**src/rtl/seqdet_scan_ctrl_pkg.sv**
```systemverilog
// Shared types and reset constants for the serial pattern detector scan controller.
package seqdet_scan_ctrl_pkg;

    typedef enum logic [0:0] {
        IDLE  = 1'b0,
        SHIFT = 1'b1
    } state_e;

    localparam logic [4:0] DEF_PATTERN = 5'b10110;
    localparam int unsigned DEF_LEN    = 5;
    localparam logic       DEF_OVERLAP = 1'b1;

endpackage

```
**src/rtl/seqdet_scan_ctrl_if.sv**
```systemverilog
// Word handshake between a bus-side producer and the scan controller.
interface seqdet_scan_ctrl_if #(
    parameter int DATA_W = 16
) ();
    logic              valid;
    logic              ready;
    logic              last;
    logic [DATA_W-1:0] data;

    modport master (output valid, output data, output last, input ready);
    modport slave  (input valid, input data, input last, output ready);
endinterface

```
**src/rtl/seqdet_scan_ctrl_pat_match.sv**
```systemverilog
// Runtime-configurable serial pattern matcher: shift history, fill level and a
// registered match pulse aligned with the completing bit.
module seqdet_pat_match
    import seqdet_scan_ctrl_pkg::*;
#(
    parameter int PAT_W = 5,
    parameter int LEN_W = $clog2(PAT_W + 1)
) (
    input  logic             clk,
    input  logic             rst,
    input  logic             strobe_i,
    input  logic             bit_i,
    input  logic             clear_i,
    input  logic [PAT_W-1:0] pattern_i,
    input  logic [LEN_W-1:0] len_i,
    input  logic             overlap_i,
    output logic             hit_o,
    output logic             match_o
);

    logic [PAT_W-1:0] hist_q, hist_d, next_hist, mask_s;
    logic [LEN_W-1:0] fill_q, fill_d, next_fill;
    logic             match_q, hit_s;

    function automatic logic [PAT_W-1:0] len_mask(input logic [LEN_W-1:0] len);
        logic [PAT_W-1:0] m;
        for (int k = 0; k < PAT_W; k++) begin
            m[k] = (k < int'(len));
        end
        return m;
    endfunction

    // Next history/fill and the comparison against the low len bits of the pattern.
    always_comb begin
        next_hist = {hist_q[PAT_W-2:0], bit_i};
        if (fill_q == LEN_W'(PAT_W)) begin
            next_fill = fill_q;
        end else begin
            next_fill = fill_q + LEN_W'(1);
        end
        mask_s = len_mask(len_i);
        hit_s  = strobe_i && (len_i != {LEN_W{1'b0}}) && (next_fill >= len_i) &&
                 (((next_hist ^ pattern_i) & mask_s) == {PAT_W{1'b0}});
        hist_d = hist_q;
        fill_d = fill_q;
        if (strobe_i) begin
            hist_d = next_hist;
            // Clearing fill alone is enough to suppress overlap; stale history is gated.
            fill_d = (hit_s && !overlap_i) ? {LEN_W{1'b0}} : next_fill;
        end else begin
            hist_d = hist_q;
        end
        if (clear_i) begin
            hist_d = {PAT_W{1'b0}};
            fill_d = {LEN_W{1'b0}};
        end else begin
            fill_d = fill_d;
        end
    end

    // Matcher state registers.
    always_ff @(posedge clk or posedge rst) begin
        if (rst) begin
            hist_q  <= {PAT_W{1'b0}};
            fill_q  <= {LEN_W{1'b0}};
            match_q <= 1'b0;
        end else begin
            hist_q  <= hist_d;
            fill_q  <= fill_d;
            match_q <= hit_s;
        end
    end

    assign hit_o   = hit_s;
    assign match_o = match_q;

endmodule

```
**src/rtl/seqdet_scan_ctrl.sv**
```systemverilog
// Word-to-serial scan controller: accepts words over valid/ready, shifts them out
// MSB-first and drives the pattern matcher, match counter and end-of-stream pulse.
module seqdet_scan_ctrl
    import seqdet_scan_ctrl_pkg::*;
#(
    parameter int DATA_W = 16,
    parameter int PAT_W  = 5,
    parameter int CNT_W  = 8,
    localparam int LEN_W = $clog2(PAT_W + 1),
    localparam int BIT_W = $clog2(DATA_W)
) (
    input  logic                clk,
    input  logic                rst,
    seqdet_scan_ctrl_if.slave   in_bus,
    input  logic                cfg_we_i,
    input  logic [PAT_W-1:0]    cfg_pattern_i,
    input  logic [LEN_W-1:0]    cfg_len_i,
    input  logic                cfg_overlap_i,
    output logic                serial_bit_o,
    output logic                serial_valid_o,
    output logic                match_o,
    output logic [CNT_W-1:0]    match_count_o,
    output logic                busy_o,
    output logic                done_o
);

    state_e            state_q;
    logic [DATA_W-1:0] shreg_q;
    logic [BIT_W-1:0]  bitcnt_q;
    logic              last_q, sbit_q, svalid_q, eos_q, done_q;
    logic [CNT_W-1:0]  cnt_q, cnt_d;
    logic [PAT_W-1:0]  pat_q, pat_d;
    logic [LEN_W-1:0]  len_q, len_d;
    logic              ovl_q, ovl_d;
    logic              cfg_take_s, accept_s, strobe_s, flush_s, hit_s, clear_s;

    assign cfg_take_s = cfg_we_i && (state_q == IDLE);
    assign accept_s   = in_bus.valid && (state_q == IDLE);
    assign strobe_s   = (state_q == SHIFT);
    assign flush_s    = strobe_s && (bitcnt_q == {BIT_W{1'b0}}) && last_q;
    assign clear_s    = cfg_take_s || flush_s;

    // Handshake, shift register and serial output sequencing.
    always_ff @(posedge clk or posedge rst) begin
        if (rst) begin
            state_q  <= IDLE;
            shreg_q  <= {DATA_W{1'b0}};
            bitcnt_q <= {BIT_W{1'b0}};
            last_q   <= 1'b0;
            sbit_q   <= 1'b0;
            svalid_q <= 1'b0;
            eos_q    <= 1'b0;
            done_q   <= 1'b0;
        end else begin
            svalid_q <= 1'b0;
            eos_q    <= flush_s;
            done_q   <= eos_q;
            case (state_q)
                IDLE: begin
                    if (accept_s) begin
                        shreg_q  <= in_bus.data;
                        last_q   <= in_bus.last;
                        bitcnt_q <= BIT_W'(DATA_W - 1);
                        state_q  <= SHIFT;
                    end else begin
                        state_q  <= IDLE;
                    end
                end
                SHIFT: begin
                    sbit_q   <= shreg_q[DATA_W-1];
                    svalid_q <= 1'b1;
                    shreg_q  <= {shreg_q[DATA_W-2:0], 1'b0};
                    bitcnt_q <= bitcnt_q - BIT_W'(1);
                    if (bitcnt_q == {BIT_W{1'b0}}) begin
                        state_q <= IDLE;
                    end else begin
                        state_q <= SHIFT;
                    end
                end
                default: begin
                    state_q <= IDLE;
                end
            endcase
        end
    end

    // Configuration load (length clamped) and saturating match counter.
    always_comb begin
        pat_d = pat_q;
        len_d = len_q;
        ovl_d = ovl_q;
        cnt_d = cnt_q;
        if (cfg_take_s) begin
            pat_d = cfg_pattern_i;
            len_d = (cfg_len_i > LEN_W'(PAT_W)) ? LEN_W'(PAT_W) : cfg_len_i;
            ovl_d = cfg_overlap_i;
            cnt_d = {CNT_W{1'b0}};
        end else if (hit_s && (cnt_q != {CNT_W{1'b1}})) begin
            cnt_d = cnt_q + CNT_W'(1);
        end else begin
            cnt_d = cnt_q;
        end
    end

    // Configuration and counter registers.
    always_ff @(posedge clk or posedge rst) begin
        if (rst) begin
            pat_q <= PAT_W'(DEF_PATTERN);
            len_q <= LEN_W'(DEF_LEN);
            ovl_q <= DEF_OVERLAP;
            cnt_q <= {CNT_W{1'b0}};
        end else begin
            pat_q <= pat_d;
            len_q <= len_d;
            ovl_q <= ovl_d;
            cnt_q <= cnt_d;
        end
    end

    seqdet_pat_match #(
        .PAT_W (PAT_W),
        .LEN_W (LEN_W)
    ) u_match (
        .clk       (clk),
        .rst       (rst),
        .strobe_i  (strobe_s),
        .bit_i     (shreg_q[DATA_W-1]),
        .clear_i   (clear_s),
        .pattern_i (pat_q),
        .len_i     (len_q),
        .overlap_i (ovl_q),
        .hit_o     (hit_s),
        .match_o   (match_o)
    );

    assign in_bus.ready   = (state_q == IDLE);
    assign busy_o         = (state_q == SHIFT);
    assign serial_bit_o   = sbit_q;
    assign serial_valid_o = svalid_q;
    assign match_count_o  = cnt_q;
    assign done_o         = done_q;

endmodule

```
**src/flat_wrapper.sv**
```systemverilog
// flat-port wrapper written by rule: the top's interface ports become plain ports
module seqdet_scan_ctrl_flat import seqdet_scan_ctrl_pkg::*;
#(
    parameter int DATA_W = 16,
    parameter int PAT_W  = 5,
    parameter int CNT_W  = 8,
    localparam int LEN_W = $clog2(PAT_W + 1),
    localparam int BIT_W = $clog2(DATA_W)
)
  (clk, rst, cfg_we_i, cfg_pattern_i, cfg_len_i, cfg_overlap_i, serial_bit_o, serial_valid_o, match_o, match_count_o, busy_o, done_o, in_bus_valid, in_bus_data, in_bus_last, in_bus_ready);
  seqdet_scan_ctrl_if #(.DATA_W(DATA_W)) in_bus_i ();
  input  logic clk;
  input  logic rst;
  input  logic cfg_we_i;
  input  logic [PAT_W-1:0] cfg_pattern_i;
  input  logic [LEN_W-1:0] cfg_len_i;
  input  logic cfg_overlap_i;
  output logic serial_bit_o;
  output logic serial_valid_o;
  output logic match_o;
  output logic [CNT_W-1:0] match_count_o;
  output logic busy_o;
  output logic done_o;
  input wire logic [$bits(in_bus_i.valid)-1:0] in_bus_valid;
  input wire logic [$bits(in_bus_i.data)-1:0] in_bus_data;
  input wire logic [$bits(in_bus_i.last)-1:0] in_bus_last;
  output wire logic [$bits(in_bus_i.ready)-1:0] in_bus_ready;
  assign in_bus_i.valid = in_bus_valid;
  assign in_bus_i.data = in_bus_data;
  assign in_bus_i.last = in_bus_last;
  assign in_bus_ready = in_bus_i.ready;
  seqdet_scan_ctrl #(.DATA_W(DATA_W), .PAT_W(PAT_W), .CNT_W(CNT_W)) u_core (.clk(clk), .rst(rst), .in_bus(in_bus_i), .cfg_we_i(cfg_we_i), .cfg_pattern_i(cfg_pattern_i), .cfg_len_i(cfg_len_i), .cfg_overlap_i(cfg_overlap_i), .serial_bit_o(serial_bit_o), .serial_valid_o(serial_valid_o), .match_o(match_o), .match_count_o(match_count_o), .busy_o(busy_o), .done_o(done_o));
endmodule
```
**config.mk**
```make
export PLATFORM = sky130hd
export DESIGN_NAME = seqdet_scan_ctrl_flat
export DESIGN_NICKNAME = d
export VERILOG_FILES = /design/src/rtl/seqdet_scan_ctrl_pkg.sv /design/src/rtl/seqdet_scan_ctrl_if.sv /design/src/rtl/seqdet_scan_ctrl_pat_match.sv /design/src/rtl/seqdet_scan_ctrl.sv /design/src/flat_wrapper.sv
export SDC_FILE = /design/constraint.sdc
export NUM_CORES = 1
export LEC_CHECK = 0
export ABC_AREA = 1
export CAP_MARGIN = 10
export CORE_UTILIZATION = 50
export CTS_CLUSTER_DIAMETER = 200
export CTS_CLUSTER_SIZE = 12
export DETAILED_ROUTE_END_ITERATION = 8
export GPL_TIMING_DRIVEN = 0
export PLACE_DENSITY = 0.83
export SLEW_MARGIN = 5
export SYNTH_ARGS = -nofsm -noshare
export SYNTH_HDL_FRONTEND = slang
export SYNTH_SLANG_ARGS = --single-unit
```
**constraint.sdc**
```tcl
create_clock -name clk -period 3.9 [get_ports clk]
set_input_delay 0.975 -clock clk [delete_from_list [all_inputs] [get_ports clk]]
set_output_delay 0.975 -clock clk [all_outputs]
set_load 0.05 [all_outputs]
```
==> impl_metrics.py <==
metrics = {
    "route": {
        "drt_pass1_iterations": 4,
        "drc_errors": 0,
        "wl_per_cell_um": 12.0,
        "ant_nets": 0,
        "vias": 2170,
        "viasPerCell": 5.09,
        "drt_iter0_markers": 152,
        "routed_wl_um": 5130,
    },
    "worst_hold_path": {
        "hold_class": "reg2reg",
        "worst_hold_path.endpoint": "u_core.done_o",
        "hp-start": "u_core.eos_q",
        "hold_depth": 0,
    },
    "clock_tree": {
        "clockRootBuffer": "clkbuf_8",
        "cts_setup_buffers": 0,
        "cts_buffers": 5,
        "clock_sinks": 51,
        "ctsResizeCount": 0,
        "cts_tree": "yes",
        "clk_pin_slew_ns": 0.08,
        "max-clock-path-buffers": 2,
        "clock_latency_ns": 0.30,
        "cts_hold_buf": 0,
        "cts_max_level": 2,
    },
    "die": {
        "rows": 25,
        "fp.dieH_um": 73.3,
        "dieArea_um2": 5370,
        "start_util_pct": 52.8,
        "core-area_um2": 4820,
        "die_w_um": 73.3,
        "io_pins": 44,
    },
    "setup_path": {
        "worst_setup_path_end_kind": "primary output",
        "cp_data_required_time_ns": 2.92,
        "r2r_end": "u_core.u_match.fill_q[0]",
        "slowest_stage": "clkdlybuf4s50_1",
        "critPathKind": "reg2out",
        "start_kind": "flop",
        "arrival_ns": 1.79,
        "critPathMaxFanout": 8,
        "cp_slowest_stage_delay_ns": 0.82,
        "reg2reg_slack_ns": 1.82,
        "r2r-start": "u_core.u_match.fill_q[0]",
        "rr_worst_depth": 11,
        "worstPathCellList": "inv_2 -> clkdlybuf4s50_1",
    },
    "power": {
        "pwr-share-clk_pct": 12.6,
        "p_comb_share_pct": 49.2,
        "switching_share_pct": 44.4,
        "p_int_mw": 1.30,
        "pwr-share-seq_pct": 38.2,
        "total_power_mw": 2.34,
        "p_leak_nw": 1.55,
        "p_sw_mw": 1.04,
        "ir_drop_mv": 0.413,
        "p_per_area_nw_per_um2": 743,
    },
    "sta": {
        "max_slew_margin_pct": 66.4,
        "holdWs_ns": 0.355,
        "period_share_pct": 71.0,
        "clock_skew_ns": 0.00533,
        "finalHoldViolations": 0,
        "worstMarginPinSlew_ns": 0.504,
        "setup_tns_ns": 0,
        "slew_violations": 0,
        "period_minus_slack_ns": 2.77,
        "fmax_mhz": 361,
        "rsz0062_at_grt": "false",
        "setup_viol": 0,
    },
    "finish": {
        "synthToLayoutAreaGrowth_pct": 24.2,
        "post-route-util_pct": 65.5,
        "num-nets-final": 396,
        "diodes": 0,
        "fillerInstances": 420,
        "final_area_um2": 3160,
        "final_layout_size_suffix_gt1_share_pct": 10.3,
    },
    "grt": {
        "grt_util_all_layers_pct": 21.7,
        "grt_pass1_wl_um": 9020,
        "grt_antenna_before_repair": 0,
        "grt_max_degree": 30,
        "overflow": 0,
        "grt_pass1_vias": 2087,
    },
    "status": {
        "outcome": "complete, no violations",
    },
    "flow_run": {
        "timing.max_cap.violations": 0,
    },
    "yosys": {
        "seq_area_frac_synth_pct": 50.5,
        "yosys_warnings": 0,
        "yosys-top-cells-area": "dfrtp_1 (44%), nand2_1 (16%), nand3_1 (6.7%), dfstp_2 (6.2%), inv_1 (4.3%)",
        "synth.distinct_cells": 24,
        "synth_top_area_share_pct": 44.3,
        "ys_ff_latch": 51,
        "syn_area_um2": 2540,
        "syn_nets": 345,
        "syn_avg_cell_area_um2": 8.28,
        "postSynthCellCount": 307,
        "netlist.top_cell.by_area": "dfrtp_1",
    },
    "placement": {
        "place_area_um2": 3080,
        "gp_congestion": 0.769,
        "io_buffers": 43,
        "hpwl_um": 3790,
    },
}
==> layout make-up <==
| cell class | instances | area [um2] | share of cell area [%] |
|---|---|---|---|
| plain buffers | 8 | 38.8 | 1.23 |
| clock buffers | 8 | 80.1 | 2.54 |
| inverters | 33 | 124 | 3.92 |
| multi-input cells | 215 | 1100 | 34.7 |
| flip-flops and latches | 51 | 1280 | 40.7 |
| well taps | 67 | 83.8 | 2.66 |
| repair buffers | 44 | 450 | 14.3 |
==> per-stage QoR <==
step | cells | setup slack, ns
after floorplan | 307 | 1.71
after global placement | 417 | 0.757
after detailed placement | 418 | 1.46
after CTS | 426 | 1.11
after global routing | 426 | 1.06
final | 426 | 1.13
==> power by group through the flow <==
| stage | clock network (mW) | registers, mW | logic [mW] |
|---|---|---|---|
| global placement | 0 | 0.896 | 1.11 |
| global route | 0.322 | 0.922 | 1.31 |
| CTS | 0.303 | 0.895 | 1.17 |
| detailed placement | 0 | 0.903 | 1.16 |
| floorplan | 0 | 0.976 | 0.778 |
| finish | 0.295 | 0.896 | 1.15 |
==> logic make-up after synthesis <==
logic type                 share of synthesized area (%)
AOI/OAI and AO/OA                                   5.17
and+or+nand+nor                                     31.9
buffers and inverters                               6.40
adders and majority gates                           3.94
xor gates and xnor gates                            2.07
DFF                                                 50.5
==> state kept, by name (all words and copies together) (netlist names) <==
name	cells
u_core.done_o	1
u_core.busy_o	1
u_core.len_q	3
u_core.last_q	1
u_core.u_match.hist_q	4
u_core.serial_valid_o	1
u_core.shreg_q	16
u_core.bitcnt_q	4
u_core.ovl_q	1
u_core.u_match.match_o	1
u_core.u_match.fill_q	3
u_core.pat_q	5
u_core.serial_bit_o	1
u_core.match_count_o	8
u_core.eos_q	1
==> worst max-delay path by stage <==
stage | from | to | slack [ns] | cells past startpoint
2_1_floorplan | rst | u_core.bitcnt_q[0] | 1.71 | 1
3_3_place_gp | rst | u_core.u_match.hist_q[3] | 0.76 | 2
3_5_place_dp | u_core.busy_o | in_bus_ready | 1.46 | 2
4_1_cts | u_core.busy_o | in_bus_ready | 1.11 | 2
5_1_grt | u_core.busy_o | in_bus_ready | 1.06 | 2
6_report | u_core.busy_o | in_bus_ready | 1.13 | 2
==> cell usage after synthesis <==
cell        n
nor2_2      6
nand3_1    34
nand3_2     2
a22o_1      1
o21ai_1     2
a22oi_1     1
clkbuf_1    1
nand3b_1    2
nor2_1     14
nand4_1     8
xnor2_1     1
dfstp_2     6
nand3_4     2
buf_2       7
nor2_4      3
o21ai_0    11
nand2_1   106
o22ai_1     4
a21oi_1     5
inv_1      29
ha_1        8
inv_2       4
xor2_1      5
dfrtp_1    45
==> worst max-delay path: cells and delay by family (launching register included) <==
| kind | cells | cell delay (ns) |
|---|---|---|
| buffers and inverters | 2 | 0.99 |
| flip-flops | 1 | 0.50 |
==> layout by cell type, fill, tap and decap left out, drive strengths merged <==
master and instances:
nor2 23, nand3b 2, xnor2 1, a22oi 1
dfrtp 45, clkbuf 9, o21ai 13, xor2 5
dfstp 6, buf 8, nand2 106, nand4 8
nand3 38, inv 33, a21oi 5, a22o 1
clkdlybuf4s50 43, o22ai 4, ha 8
==> metal layers <==
layer	share of wire, %	track usage [%]	up-vias
li1	-	-	1085
met1	45	27.0	1039
met2	50	38.2	39
met3	3.4	4.80	7
met4	1.1	5.77	0
met5	0	0	-
Note: power is estimated with default switching activity, not from simulation.
